## config.mk

```make
export PLATFORM = sky130hd
export DESIGN_NAME = rect_cmd_queue
export DESIGN_NICKNAME = d
export VERILOG_FILES = /design/src/rtl/rect_cmd_queue.sv
export SDC_FILE = /design/constraint.sdc
export NUM_CORES = 1
export LEC_CHECK = 0
export ABC_AREA = 1
export ABC_CLOCK_PERIOD_IN_PS = 5100
export CAP_MARGIN = 5
export CORE_MARGIN = 4
export CORE_UTILIZATION = 30
export CTS_BUF_LIST = sky130_fd_sc_hd__clkbuf_4 sky130_fd_sc_hd__clkbuf_8
export CTS_CLUSTER_DIAMETER = 40
export DETAILED_ROUTE_END_ITERATION = 12
export PLACE_DENSITY = 0.5
export SLEW_MARGIN = 10
export SYNTH_ARGS = -nofsm -noshare
export SYNTH_HDL_FRONTEND = slang
export SYNTH_SLANG_ARGS = --single-unit
```

## constraint.sdc

```tcl
create_clock -name clk -period 5.1 [get_ports clk]
set_clock_uncertainty 0.2 [all_clocks]
set_input_delay 1.02 -clock clk [delete_from_list [all_inputs] [get_ports clk]]
set_output_delay 1.02 -clock clk [all_outputs]
set_load 0.01 [all_outputs]
```

## src/rtl/rect_cmd_queue.sv

```systemverilog
// Command FIFO in front of the rectangle drawer: clips commands to the 160x120 frame
// on entry, drops degenerate ones, and issues one command at a time over go/draw_done.
module rect_cmd_queue #(
    parameter int DEPTH  = 8,
    parameter int ADDR_W = 3
) (
    input  logic              clk,
    input  logic              reset,
    input  logic              cmd_valid,
    output logic              cmd_ready,
    input  logic [7:0]        cmd_x0,
    input  logic [6:0]        cmd_y0,
    input  logic [7:0]        cmd_width,
    input  logic [6:0]        cmd_height,
    input  logic [2:0]        cmd_rgb,
    output logic              go,
    output logic [7:0]        x0,
    output logic [6:0]        y0,
    output logic [7:0]        width,
    output logic [6:0]        height,
    output logic [2:0]        RGB,
    input  logic              draw_done,
    output logic [ADDR_W:0]   count,
    output logic [7:0]        drop_count,
    output logic              idle
);

    typedef enum logic [1:0] {S_IDLE, S_GO, S_WAIT} state_t;

    typedef struct packed {
        logic [7:0] x;
        logic [6:0] y;
        logic [7:0] w;
        logic [6:0] h;
        logic [2:0] c;
    } cmd_t;

    localparam logic [ADDR_W:0] FULL = (ADDR_W + 1)'(DEPTH);

    cmd_t              mem_q [DEPTH];
    cmd_t              out_q;
    state_t            state_q;
    logic [ADDR_W-1:0] wp_q, rp_q;
    logic [ADDR_W:0]   count_q, count_d;
    logic [7:0]        drop_q;
    logic              go_q;

    logic [8:0] x_room;
    logic [7:0] y_room;
    logic [7:0] w_clip;
    logic [6:0] h_clip;
    logic       off, accept, push, drop, pop;

    // Rooms are only meaningful when the origin is on-screen; wider math keeps x0+w from wrapping.
    assign x_room = 9'd160 - {1'b0, cmd_x0};
    assign y_room = 8'd120 - {1'b0, cmd_y0};
    assign w_clip = ({1'b0, cmd_width}  > x_room) ? x_room[7:0] : cmd_width;
    assign h_clip = ({1'b0, cmd_height} > y_room) ? y_room[6:0] : cmd_height;
    assign off    = (cmd_x0 >= 8'd160) || (cmd_y0 >= 7'd120) ||
                    (cmd_width == 8'd0) || (cmd_height == 7'd0);

    assign cmd_ready = (count_q != FULL);
    assign accept    = cmd_valid && cmd_ready;
    assign push      = accept && !off;
    assign drop      = accept && off;
    assign pop       = (state_q == S_IDLE) && (count_q != '0);

    always_comb begin
        count_d = count_q;
        if (push && !pop)
            count_d = count_q + 1'b1;
        else if (!push && pop)
            count_d = count_q - 1'b1;
    end

    always_ff @(posedge clk) begin
        if (push)
            mem_q[wp_q] <= '{x: cmd_x0, y: cmd_y0, w: w_clip, h: h_clip, c: cmd_rgb};
    end

    always_ff @(posedge clk or posedge reset) begin
        if (reset) begin
            state_q <= S_IDLE;
            wp_q    <= '0;
            rp_q    <= '0;
            count_q <= '0;
            drop_q  <= '0;
            go_q    <= 1'b0;
            out_q   <= '0;
        end else begin
            count_q <= count_d;
            if (push)
                wp_q <= wp_q + 1'b1;
            if (drop && drop_q != 8'hFF)
                drop_q <= drop_q + 8'd1;
            case (state_q)
                S_IDLE: begin
                    if (pop) begin
                        out_q   <= mem_q[rp_q];
                        rp_q    <= rp_q + 1'b1;
                        go_q    <= 1'b1;
                        state_q <= S_GO;
                    end
                end
                S_GO: begin
                    go_q    <= 1'b0;
                    state_q <= S_WAIT;
                end
                S_WAIT: begin
                    if (draw_done)
                        state_q <= S_IDLE;
                end
                default: begin
                    go_q    <= 1'b0;
                    state_q <= S_IDLE;
                end
            endcase
        end
    end

    assign go         = go_q;
    assign x0         = out_q.x;
    assign y0         = out_q.y;
    assign width      = out_q.w;
    assign height     = out_q.h;
    assign RGB        = out_q.c;
    assign count      = count_q;
    assign drop_count = drop_q;
    assign idle       = (count_q == '0) && (state_q == S_IDLE);

endmodule

```

Word level (Yosys, flattened, before mapping)
Memories as Yosys holds them, arrays and structs flattened. A register that Yosys moved wholly into a read port is not among the register bits.
Index checks and enable logic that the tools add are counted.
{ "word_totals": {"reg_bits": 21, "latch_bits": 0, "ram_bits": 264, "mem_bits_ro": 0, "wordCells": 59, "memories": 1} }
{ "op_classes": {"add_sub_neg": 7, "mul": 0, "div": 0, "magnitude_cmp": 4, "n_eq_ne": 6, "shift": 0, "muxes": 11, "n_bitwise": 1, "reduce_logical": 23} }
{ "mem_list": {"columns": ["memory", "depth", "word_bits", "read_ports", "rd_clocked_by_memory_dff", "write_ports", "line_no", "text"], "rows": [
  ["mem_q", 8, 33, 1, 1, 1, "40", "cmd_t mem_q [DEPTH];"]
]} }
{ "op_table": {"columns": ["cell", "count"], "rows": [
  ["> comparator 8 x 9 -> 1 bit", 1],
  ["subtractor 8 x 8 -> 9 bit, first input constant", 1],
  ["adder 8 x 1 -> 8 bit, second input constant", 1],
  [">= comparator 8 bit, second input constant", 1],
  ["> comparator 7 x 8 -> 1 bit", 1],
  ["logical AND 1 bit", 8],
  ["logical NOT 8 bit", 1],
  ["2-to-1 mux 4 bit", 2],
  ["2-to-1 mux 8 bit", 1],
  ["!= test 8 bit, second input constant", 1],
  ["subtractor 7 x 7 -> 8 bit, first input constant", 1],
  [">= comparator 7 bit, second input constant", 1],
  ["logical NOT 7 bit", 1],
  ["2-to-1 mux 7 bit", 1],
  ["adder 3 x 1 -> 3 bit, second input constant", 2],
  ["one-hot mux 2 bit (3 select lines)", 1],
  ["AND reduction 2 bit", 3],
  ["adder 4 x 1 -> 4 bit, second input constant", 1],
  ["logical NOT 4 bit", 1],
  ["2-to-1 mux 2 bit", 2],
  ["!= test 2 bit, second input constant", 2],
  ["!= test 4 bit, second input constant", 1],
  ["nonzero test 4 bit", 1],
  ["subtractor 4 x 1 -> 4 bit, second input constant", 1],
  ["other kinds (9)", 15]
]} }

Depth between registers and ports, before layout
{ "logic_depth": {"depth_word": 10, "mapped_depth": 17} }

Worst setup path after synthesis
Ideal clock, no wire load.
{ "synth_path": {"kind": "input to register", "from": "input port cmd_x0[0]", "to": "memory mem_q[3][0] in the netlist's numbering (enable)", "arrival_time_ns": 4.067, "t_required_ns": 4.435, "setup_slack_ns": 0.368, "stages": 7, "cell_sequence": "inv_1 -> ha_1 -> nand4_1 -> nor2_1 -> nor2_4 -> nand3_4 -> nor3_1"} }
{ "synth_between": {"elab_chain_len": 8} }
{ "synth_lines": {"columns": ["element", "line_no", "text"], "rows": [
  ["start: declaration", "11", "input logic [7:0] cmd_x0,"],
  [">= comparator 8 bit", "59", "assign off = (cmd_x0 >= 8'd160) || (cmd_y0 >= 7'd120) ||"],
  ["logical OR 1 bit (2 in a row)", "59", null],
  ["logical OR 1 bit", "60", "(cmd_width == 8'd0) || (cmd_height == 7'd0);"],
  ["logical NOT 1 bit", "64", "assign push = accept && !off;"],
  ["logical AND 1 bit", "64", null],
  ["2-to-1 mux 1 bit", "77", "if (push)"],
  ["2-to-1 mux 1 bit (not written as such)", "78", "mem_q[wp_q] <= '{x: cmd_x0, y: cmd_y0, w: w_clip, h: h_clip, c: cmd_rgb};"],
  ["end: declaration", "40", null]
]} }
Every way passes these cells.

Worst setup path in the final report
{ "layout_path": {"from": "input port cmd_x0[1]", "to": "memory mem_q[7][13] in the netlist's numbering, data pin"} }
{ "layout_between": {"elab_chain_len": 3} }
{ "layout_lines": {"columns": ["element", "line_no", "text"], "rows": [
  ["subtractor 8 x 8 -> 9 bit *", "55", "assign x_room = 9'd160 - {1'b0, cmd_x0};"],
  ["> comparator 8 x 9 -> 1 bit", "57", "assign w_clip = ({1'b0, cmd_width} > x_room) ? x_room[7:0] : cmd_width;"],
  ["2-to-1 mux 8 bit *", "57", null],
  ["named net w_clip[3]", "50", "logic [7:0] w_clip;"]
]} }
Mark *: on every way through the listed nets, which the timed path passes. The rest lies on a longest branch.

==> metrics.txt <==
family of cells with the greatest summed delay on the critical path simple AND/OR/NAND/NOR gates; crit path DAT 3820 ps; launch point of the critical path cmd_x0[1]; Post-Synthesis Net Count 1159; post-DR vias/cell between 4 and 5; ordered list of cells on the worst path clkdlybuf4s50_1 -> inv_1 -> ha_1 -> nand4_1 -> nand2_1 -> xor2_1 -> inv_1 -> ha_1 -> nand2_1 -> inv_1 -> nand2_1 -> nand2_1 -> nand2_1 -> nand2_1 -> nand2_2 -> nand2_1 -> nand2_1; Post CTS Setup Buffer Count 0; most frequent cell on the critical path sky130_fd_sc_hd__nand2_1; overall die area between 40000 and 50000 µm²; IR drop worst, VDD about 230 µV; number of global-route vias before repair roughly 9100; TritonRoute pass-1 iters 5; cts bufs inserted 55; top flip-flop cell by instance count after synthesis sky130_fd_sc_hd__edfxtp_1; Slew @ Worst Pin 1080 ps; setup-violating endpoint count in the final report 0; post-layout minimum cycle time about 3800 ps; total vias in the final route ~9000; nets 1276; share of the synthesized netlist area taken by xor and xnor gates ~1.4%; destination of the worst register-to-register timing path x0[0]; later-pin clock latency in the skew report 600 ps; cell area after layout 16100 µm²; required time worst endpoint around 5200 ps; critical path start-end classification input pin to flip-flop; antenna diode count 0; Hold/Removal Path Class flip-flop to flip-flop; count of fill cells added during filler insertion 4224; floorplan die height 219 µm; instance count on the critical path 17; Tot GR Track Use 15.3%; main combinational cell family by area after synthesis simple AND/OR/NAND/NOR gates; final cycle utilization of the critical path 73.7%; Post-CTS Resized 0; initial core utilization 30.6%; non-filler instance count after layout 1844; number of synthesized flops with an enable pin 264; RSZ-0062 raised after global routing no; number of antenna violations at the first check in global routing 0; area added between synthesis and finish 20.8%; Final GP Congestion between 0.7 and 0.8; post-DR wirelength/cell 19.9 µm; simple-gate area share of the yosys netlist 12.8%; Area after DPL 14900 µm²; number of cells in the design after placement 1743; total power per unit cell area roughly 550 nW/µm²; sequential element share of the synthesized area 69.8%; result of the run finished clean; Setup crit end mem_q[7][13]; CTS root buf sky130_fd_sc_hd__clkbuf_8; Core ar. 43500 µm²; number of nets with antenna violations after routing 0; number of buffers inserted by hold repair at cts 0; R2R Setup Slk 2050 ps; Max Clk Rate 266 MHz; CTS clk-pin slew, worst paths 60 ps; final-report max-slew violation count 0; maximum number of pins on one net before global-route repair 101; count of endpoints failing hold in the final timing report 0; Max Fanout on Critical Path 9; endpoint class of the critical path flip-flop; met1 usage in global routing 20.9%; Max Cap Violations 0; crit-path max cell delay 590 ps; length in cells of the worst reg-to-reg path 6; met3 routing resource usage after global routing between 2 and 3%; Sum Neg Setup Slack 0 ps; TritonCTS clock tree built; sink count of the clock tree between 300 and 400; worst reg2reg path startpoint rp_q[0]; worst relative slew slack 28.0%; I/O Buffers between 80 and 90; Top Usage Layer GRT met2; share of synthesized flip-flops with an asynchronous set or reset 17.0%; count of warnings emitted by yosys 0; Buf/Inv on CP 4; DRC errors left 0; overall die width 219 µm; clock tree buffer depth 3; unique cell type count in the Yosys netlist 36; post-synth design cell area 13300 µm²; residual overflow from global routing 0; M2 GR Usage 24.2%; number of design-rule violations left by the first detailed-router iteration approximately 630; Lkg Pwr between 5 and 6 nW; multiplexer fraction of the synthesized cell area 0%; Post-Syn Area per Cell 12.1 µm²; gate count after technology mapping 1098; area share of fa/ha/maj cells after synthesis 2.31%; cell with the largest stage delay on the worst path sky130_fd_sc_hd__clkdlybuf4s50_1; top-level I/O count 85; number of cell rows 76; layout cell share with drive strength beyond 1 between 10% and 20%; global-route wire length before repair 56000 µm; Seq cells post-synth 318; Total Wirelength 36600 µm; nature of the critical path startpoint input pin; complex-gate fraction of the synthesized area between 10% and 20%; H-tree level count 2; post-DP HPWL around 22000 µm
## flip-flops by register name (all words and copies together) (netlist names)
| name | count |
|---|---|
| mem_q | 264 |
| height | 7 |
| width | 8 |
| RGB | 3 |
| rp_q | 3 |
| count | 4 |
| drop_count | 8 |
| state_q | 2 |
| go | 1 |
| wp_q | 3 |
| x0 | 8 |
| y0 | 7 |
## worst min-delay path by stage
stage	startpoint	endpoint	slack (ps)	cells past startpoint
detailed placement	RGB[0]	RGB[0]	270	2
floorplan	state_q[0]	go	280	1
global route	height[0]	height[0]	300	2
finish	RGB[0]	RGB[0]	280	2
global placement	height[5]	height[5]	260	2
CTS	height[0]	height[0]	280	2
## cells by family (layout without fill, tap and decap cells)
| group | count (synthesis) | count (layout) |
|---|---|---|
| AO/OA/AOI/OAI | 234 | 234 |
| flip-flops | 318 | 318 |
| adder cells (fa/ha/maj) | 24 | 24 |
| AND/OR/NAND/NOR | 402 | 402 |
| XOR/XNOR | 21 | 21 |
| buffers and inverters | 99 | 260 |
## synthesized netlist by cell type, types with 2 or more instances
library cell / n / area share, %
sky130_fd_sc_hd__nand3b_1: 5 / 0.28
sky130_fd_sc_hd__nand2_4: 3 / 0.25
sky130_fd_sc_hd__nand2_2: 5 / 0.24
sky130_fd_sc_hd__nand3_1: 54 / 2.0
sky130_fd_sc_hd__nor2_1: 167 / 4.7
sky130_fd_sc_hd__ha_1: 23 / 2.2
sky130_fd_sc_hd__nand3_4: 2 / 0.26
sky130_fd_sc_hd__nand4_1: 7 / 0.33
sky130_fd_sc_hd__nor3_1: 5 / 0.19
sky130_fd_sc_hd__inv_1: 38 / 1.1
sky130_fd_sc_hd__xnor2_1: 9 / 0.59
sky130_fd_sc_hd__edfxtp_1: 264 / 60
sky130_fd_sc_hd__nand2_1: 149 / 4.2
sky130_fd_sc_hd__clkinv_1: 2 / 0.056
sky130_fd_sc_hd__o21ai_0: 124 / 4.7
sky130_fd_sc_hd__buf_4: 4 / 0.23
sky130_fd_sc_hd__buf_2: 19 / 0.72
sky130_fd_sc_hd__o21ai_1: 33 / 1.2
sky130_fd_sc_hd__o221ai_1: 46 / 3.0
sky130_fd_sc_hd__dfrtp_1: 54 / 10
sky130_fd_sc_hd__o22ai_1: 20 / 0.94
sky130_fd_sc_hd__clkbuf_1: 31 / 0.87
sky130_fd_sc_hd__xor2_1: 12 / 0.79
sky130_fd_sc_hd__inv_2: 4 / 0.11
sky130_fd_sc_hd__a21oi_1: 7 / 0.26
## worst min-delay path, delay by kind of cell (launching register included)
family        cells  cell delay [ps]
flops             1              340
simple gates      2              100
## routing by layer
layer | up-vias | share of wire (%) | wire length (µm)
met5 | - | 0 | 0
met4 | 0 | 3.1 | 1150
met3 | 71 | 5.2 | 1900
met2 | 241 | 46 | 16800
met1 | 4430 | 46 | 16800
li1 | 4219 | - | -
## area by class of cell
type | instances | area (µm²) | share of cell area [%]
sequential | 318 | 9280 | 57.8
multi-input combinational | 681 | 3650 | 22.8
timing repair buffer | 115 | 1100 | 6.84
clock buffer | 78 | 936 | 5.83
tap | 585 | 732 | 4.56
clock inverter | 23 | 190 | 1.18
inverter | 44 | 166 | 1.04
## cells in the final DEF, fill, tap and decap left out, types with 5 or more instances in the layout
| cell | instances |
|---|---|
| sky130_fd_sc_hd__nand2_1 | 149 |
| sky130_fd_sc_hd__dfrtp_1 | 52 |
| sky130_fd_sc_hd__o22ai_1 | 20 |
| sky130_fd_sc_hd__buf_4 | 29 |
| sky130_fd_sc_hd__nor2_4 | 6 |
| sky130_fd_sc_hd__clkbuf_8 | 56 |
| sky130_fd_sc_hd__nand2_2 | 5 |
| sky130_fd_sc_hd__o21ai_0 | 124 |
| sky130_fd_sc_hd__a21oi_1 | 7 |
| sky130_fd_sc_hd__clkdlybuf4s50_1 | 84 |
| sky130_fd_sc_hd__xnor2_1 | 9 |
| sky130_fd_sc_hd__xor2_1 | 12 |
| sky130_fd_sc_hd__o221ai_1 | 46 |
| sky130_fd_sc_hd__nand3_1 | 54 |
| sky130_fd_sc_hd__o21ai_1 | 33 |
| sky130_fd_sc_hd__inv_1 | 37 |
| sky130_fd_sc_hd__clkbuf_4 | 22 |
| sky130_fd_sc_hd__nand3b_1 | 5 |
| sky130_fd_sc_hd__nor2_1 | 162 |
| sky130_fd_sc_hd__clkinv_1 | 9 |
| sky130_fd_sc_hd__nand4_1 | 7 |
| sky130_fd_sc_hd__edfxtp_1 | 264 |
| sky130_fd_sc_hd__ha_1 | 23 |
| sky130_fd_sc_hd__clkinv_2 | 11 |
## power breakdown
part	internal (mW)	switching (mW)	leakage, nW	total, mW
logic	1.01	1.93	2.17	2.94
registers	3.25	0.231	3.06	3.48
clock network	1.34	1.02	0.601	2.36
## metrics by stage
step / hold slack (ps) / setup WS, ps / power, mW / utilization [%]
floorplan: 281 / 368 / 5.27 / -
global placement: 264 / 800 / 6.51 / 34.4
detailed placement: 267 / 755 / 6.53 / 34.4
CTS: 283 / 1390 / 8.91 / 37.0
global route: 304 / 1070 / 9.37 / 37.0
finish: 278 / 1340 / 8.78 / 37.0
(Power assumes the default switching activity.)
